## src/rtl/button_event_decoder.sv

```systemverilog
// Button event decoder.
// Takes the debounced button level and turns each press sequence into
// exactly one single-cycle event: short press, double press or long press.
// Also provides a "held" level that stays high from the long-press event
// until the button is released.
// The input is already synchronous to clk, so it is only registered once
// (p_q) for polarity normalisation. Every FSM decision looks at that register.
module button_event_decoder #(
  parameter int CLK_FREQ_HZ = 50_000_000,
  parameter int LONG_MS     = 1000,
  parameter int DOUBLE_MS   = 300,
  parameter bit ACTIVE_LOW  = 1'b1
) (
  input  logic clk,
  input  logic rst_n,
  input  logic in,
  output logic pressed,
  output logic short_press,
  output logic double_press,
  output logic long_press,
  output logic held
);

  localparam int LONG_TICKS   = CLK_FREQ_HZ / 1000 * LONG_MS;
  localparam int DOUBLE_TICKS = CLK_FREQ_HZ / 1000 * DOUBLE_MS;
  localparam int MAX_TICKS    = (LONG_TICKS > DOUBLE_TICKS) ? LONG_TICKS : DOUBLE_TICKS;
  localparam int CNT_W        = $clog2(MAX_TICKS + 1);

  localparam logic [CNT_W-1:0] LONG_LAST   = CNT_W'(LONG_TICKS - 1);
  localparam logic [CNT_W-1:0] DOUBLE_LAST = CNT_W'(DOUBLE_TICKS - 1);
  localparam logic [CNT_W-1:0] CNT_MAX     = '1;

  // Both windows need at least two ticks so that the "last tick" compare
  // lands on a cycle after the state was entered.
  if (LONG_TICKS < 2) begin : g_bad_long
    $error("button_event_decoder: LONG_TICKS must be at least 2");
  end
  if (DOUBLE_TICKS < 2) begin : g_bad_double
    $error("button_event_decoder: DOUBLE_TICKS must be at least 2");
  end

  // FSM encoding.
  localparam logic [2:0] ST_IDLE   = 3'd0;  // waiting for a first press
  localparam logic [2:0] ST_PRESS1 = 3'd1;  // first press down, timing for long
  localparam logic [2:0] ST_WAIT2  = 3'd2;  // released, timing the double window
  localparam logic [2:0] ST_PRESS2 = 3'd3;  // second press down, waits for release
  localparam logic [2:0] ST_LHELD  = 3'd4;  // long press reported, waits for release

  logic             p_q;
  logic [2:0]       state;
  logic [2:0]       state_nxt;
  logic [CNT_W-1:0] cnt;
  logic             ev_short;
  logic             ev_double;
  logic             ev_long;

  assign pressed = p_q;

  // Register the input with its polarity normalised to 1 = pressed.
  always_ff @(posedge clk or negedge rst_n) begin
    if (!rst_n) begin
      p_q <= 1'b0;
    end else begin
      p_q <= in ^ ACTIVE_LOW;
    end
  end

  // Next-state and event decode; release wins over long expiry and a
  // re-press wins over the double-window expiry.
  always_comb begin
    state_nxt = state;
    ev_short  = 1'b0;
    ev_double = 1'b0;
    ev_long   = 1'b0;
    case (state)
      ST_IDLE: begin
        if (p_q) state_nxt = ST_PRESS1;
      end
      ST_PRESS1: begin
        if (!p_q) begin
          state_nxt = ST_WAIT2;
        end else if (cnt == LONG_LAST) begin
          state_nxt = ST_LHELD;
          ev_long   = 1'b1;
        end
      end
      ST_WAIT2: begin
        if (p_q) begin
          state_nxt = ST_PRESS2;
        end else if (cnt == DOUBLE_LAST) begin
          state_nxt = ST_IDLE;
          ev_short  = 1'b1;
        end
      end
      ST_PRESS2: begin
        if (!p_q) begin
          state_nxt = ST_IDLE;
          ev_double = 1'b1;
        end
      end
      ST_LHELD: begin
        if (!p_q) state_nxt = ST_IDLE;
      end
      default: begin
        state_nxt = ST_IDLE;
      end
    endcase
  end

  // State register.
  always_ff @(posedge clk or negedge rst_n) begin
    if (!rst_n) begin
      state <= ST_IDLE;
    end else begin
      state <= state_nxt;
    end
  end

  // Dwell counter: restarts on every state change, otherwise saturates.
  always_ff @(posedge clk or negedge rst_n) begin
    if (!rst_n) begin
      cnt <= '0;
    end else if (state_nxt != state) begin
      cnt <= '0;
    end else if (cnt != CNT_MAX) begin
      cnt <= cnt + CNT_W'(1);
    end
  end

  // Registered event pulses and the held level, set on the transition edge.
  always_ff @(posedge clk or negedge rst_n) begin
    if (!rst_n) begin
      short_press  <= 1'b0;
      double_press <= 1'b0;
      long_press   <= 1'b0;
      held         <= 1'b0;
    end else begin
      short_press  <= ev_short;
      double_press <= ev_double;
      long_press   <= ev_long;
      held         <= (state_nxt == ST_LHELD);
    end
  end

endmodule
```

## config.mk

```make
export PLATFORM = sky130hd
export DESIGN_NAME = button_event_decoder
export DESIGN_NICKNAME = d
export VERILOG_FILES = /design/src/rtl/button_event_decoder.sv
export SDC_FILE = /design/constraint.sdc
export NUM_CORES = 1
export LEC_CHECK = 0
export CORE_ASPECT_RATIO = 0.5
export CORE_MARGIN = 2
export CORE_UTILIZATION = 60
export CTS_CLUSTER_DIAMETER = 200
export DETAILED_ROUTE_END_ITERATION = 10
export GPL_TIMING_DRIVEN = 0
export PLACE_DENSITY = 0.91
export REMOVE_ABC_BUFFERS = 1
export SETUP_SLACK_MARGIN = 0.4
export SYNTH_ARGS = -nofsm -noshare
export SYNTH_HDL_FRONTEND = slang
export SYNTH_SLANG_ARGS = --single-unit
```

## constraint.sdc

```tcl
create_clock -name clk -period 4.2 [get_ports clk]
set_input_delay 0.42 -clock clk [delete_from_list [all_inputs] [get_ports clk]]
set_output_delay 0.42 -clock clk [all_outputs]
set_load 0.005 [all_outputs]
```

==> results_dict.tcl <==
set metrics [dict create \
    switchingPower_w 0.000171 \
    busiest_layer "met2" \
    worstPathArrival_ps 3070 \
    grt_util_met1_pct 35.7 \
    nFillCells 219 \
    period_minus_slack_ps 2960 \
    final_cell_mix "34 x dfrtp_1, 26 x a21oi_1, 19 x xnor2_1, 16 x nand3_1, 13 x nand2_1" \
    setup_viol 0 \
    dp_hpwl_um 2720 \
    cts_max_level 2 \
    cap_violations 0 \
    gr-usage-met3_pct 6.76 \
    grt_pass1_wl_um 7450 \
    hold_path.class "input pin to asynchronous set/reset pin" \
    start_util_pct 64.5 \
    status "finished, final reports clean" \
    cts_root_buffer "clkbuf_8" \
    synth_ff_type "dfrtp_1" \
    coreArea_sq_um 3080 \
    worst-slew-pin-transition_ps 1330 \
    cts_tree "built" \
    grt_overflow_total 0 \
    critPathMaxFanout 26 \
    p_per_area_nw_per_um2 308 \
    grt_pass1_vias 1529 \
    clock_sinks 34 \
    syn_inst 200 \
    grt_usage_pct 25.9 \
    crit_path_end_kind "flop" \
    path_clk_slew_ps 60 \
    holdWs_ps 188 \
    postRouteAntennaNets 0 \
    slew-limit-headroom_pct 10.4 \
    seqPwrFrac_pct 54.5 \
    share_clk_of_total_power_pct 36.5 \
    vias 1585 \
    fin_crit_sh_pct 70.6 \
    synth_top_area_share_pct 42.8 \
    clock_path_buffers 2 \
    ir_drop_mv 0.173 \
    die_w_um 85.4 \
    drtIter0Drc 143 \
    dr.pass1.iters 4 \
    multi_input_area_sq_um 1060 \
    cts_buffers 5 \
    hold_violations 0 \
    post-cts-setup-buffer-count 0 \
    hold_buffers 0 \
    rows 14 \
    num-nets-final 207 \
    yosys.area.top_type "dfrtp_1" \
    gp_congestion 0.877 \
    viasPerCell 6.55 \
    synth-seq-cells 34 \
    internal_power_w 0.000489 \
    startpoint_type "flop" \
    p_sw_share_pct 26.0 \
    synth.distinct_cells 48 \
    p_leak_nw 0.774 \
    layout_commonest_cell "dfrtp_1" \
    wl_per_cell_um 17.4 \
    synth_edf_count 0 \
    seqCellArea_sq_um 851 \
    port_buffers 7 \
    antenna_found_initial 0 \
    fin_cells 242 \
    fmax_mhz 337 \
    antenna_cells 0 \
    comb_power_share_pct 9.0 \
    rsz0062_at_grt "false" \
    grt_max_degree 35 \
    netlist_area_sq_um 1990 \
    cp.required_ps 4310 \
    die-height_um 44.7 \
    clkLatencyLatePin_ps 290 \
    cts-resized-gates 0 \
    ios 8 \
    fp.dieArea_sq_um 3820 \
    dp_cells 236 \
    ys_async_sr_fraction_pct 100 \
    met2_usage_pct 39.1 \
    wl_um 4200 \
    drv_slew 0 \
    crit_type "flop to flop" \
    final_layout_size_suffix_gt1_share_pct 11.9 \
    syn_to_final_growth_pct 7.55 \
    synth_seq_area_share_pct 42.8 \
    avgSynthCellArea_sq_um 9.95 \
    remaining_drc_errors 0 \
    finClkSkew_ps 5.70 \
    yosysWarningCount 0 \
    synth_area_leaders "dfrtp_1 43%, xnor2_1 8.4%, a21oi_1 6.5%" \
]
[power by group through the flow]
stage	Sequential, W	Clock [W]	Combinational [W]
after floorplan	0.000361	0	0.0000396
after global placement	0.000364	0	0.0000576
after detailed placement	0.000365	0	0.0000589
after CTS	0.000360	0.000243	0.0000602
after global routing	0.000363	0.000257	0.0000678
final	0.000360	0.000241	0.0000595
[critical path: stages, from the launching register on]
cell and delay [ps]:
dfrtp_1 420, or4_1 550, nor4_2 380, nand2_1 120, a31oi_2 1060, a22oi_1 250
[sequential cells by signal (all words and copies together) (netlist names)]
| name | flops |
|---|---|
| double_press | 1 |
| held | 1 |
| cnt | 26 |
| state | 3 |
| long_press | 1 |
| pressed | 1 |
| short_press | 1 |
[area by class of cell]
class / instances / area share [%]
Multi-Input combinational cell: 149 / 49.6
Sequential cell: 34 / 39.8
Clock buffer: 6 / 3.86
Timing Repair Buffer: 9 / 3.74
Tap cell: 40 / 2.34
Inverter: 4 / 0.702
[cell usage after synthesis (3+ instances only)]
cell      instances
a211oi_1          7
a21oi_1          26
buf_2             6
buf_4             3
clkbuf_1          3
dfrtp_1          34
inv_1             4
nand2_1          13
nand3_1          16
nand4_1           6
nand4b_1          3
nor2_1            4
nor3_1            6
nor4_1            4
or4_1             3
xnor2_1          19
[stage by stage]
stage | total power [W] | util, % | TNS [ps] | instance area [sq um] | setup slack, ps
after floorplan | 0.000401 | - | 0 | 1920 | 914
after global placement | 0.000422 | 66.2 | -114 | 2040 | -46.2
after detailed placement | 0.000424 | 66.7 | 0 | 2060 | 1310
after CTS | 0.000662 | 69.4 | 0 | 2140 | 1290
after global routing | 0.000689 | 69.4 | 0 | 2140 | 953
final | 0.000660 | 69.4 | 0 | 2140 | 1240
[metal layers]
layer / wire length, um / part of all wire [%] / vias to the layer above
li1: - / - / 744
met1: 1870 / 45 / 744
met2: 1940 / 46 / 86
met3: 319 / 7.6 / 11
met4: 75 / 1.8 / 0
met5: 0 / 0 / -
[path summary, 6_finish.rpt]
check,startpoint,to,slack [ps],cells after the start
setup / recovery,cnt[11]$_DFFE_PN0P_,cnt[11]$_DFFE_PN0P_,1240,5
setup reg to reg,cnt[11]$_DFFE_PN0P_,cnt[11]$_DFFE_PN0P_,1240,5
min in group clk,state[2]$_DFF_PN0_,state[1]$_DFF_PN0_,580,1
hold reg to reg,state[2]$_DFF_PN0_,state[1]$_DFF_PN0_,580,1
max in group asynchronous,rst_n,cnt[13]$_DFFE_PN0P_,3530,1
hold / removal,rst_n,cnt[2]$_DFFE_PN0P_,190,1
[kinds of logic (layout without fill, tap and decap cells)]
| logic type | Yosys count | count (layout) | synth area share [%] |
|---|---|---|---|
| buffers and inverters | 17 | 19 | 4.21 |
| AND/OR/NAND/NOR | 78 | 78 | 25.2 |
| flip-flops | 34 | 34 | 42.8 |
| AO/OA/AOI/OAI | 47 | 47 | 17.0 |
| adder cells (fa/ha/maj) | 1 | 1 | 0.629 |
| multiplexers | 2 | 2 | 1.01 |
| XOR/XNOR | 21 | 21 | 9.25 |
(Power assumes the default switching activity.)
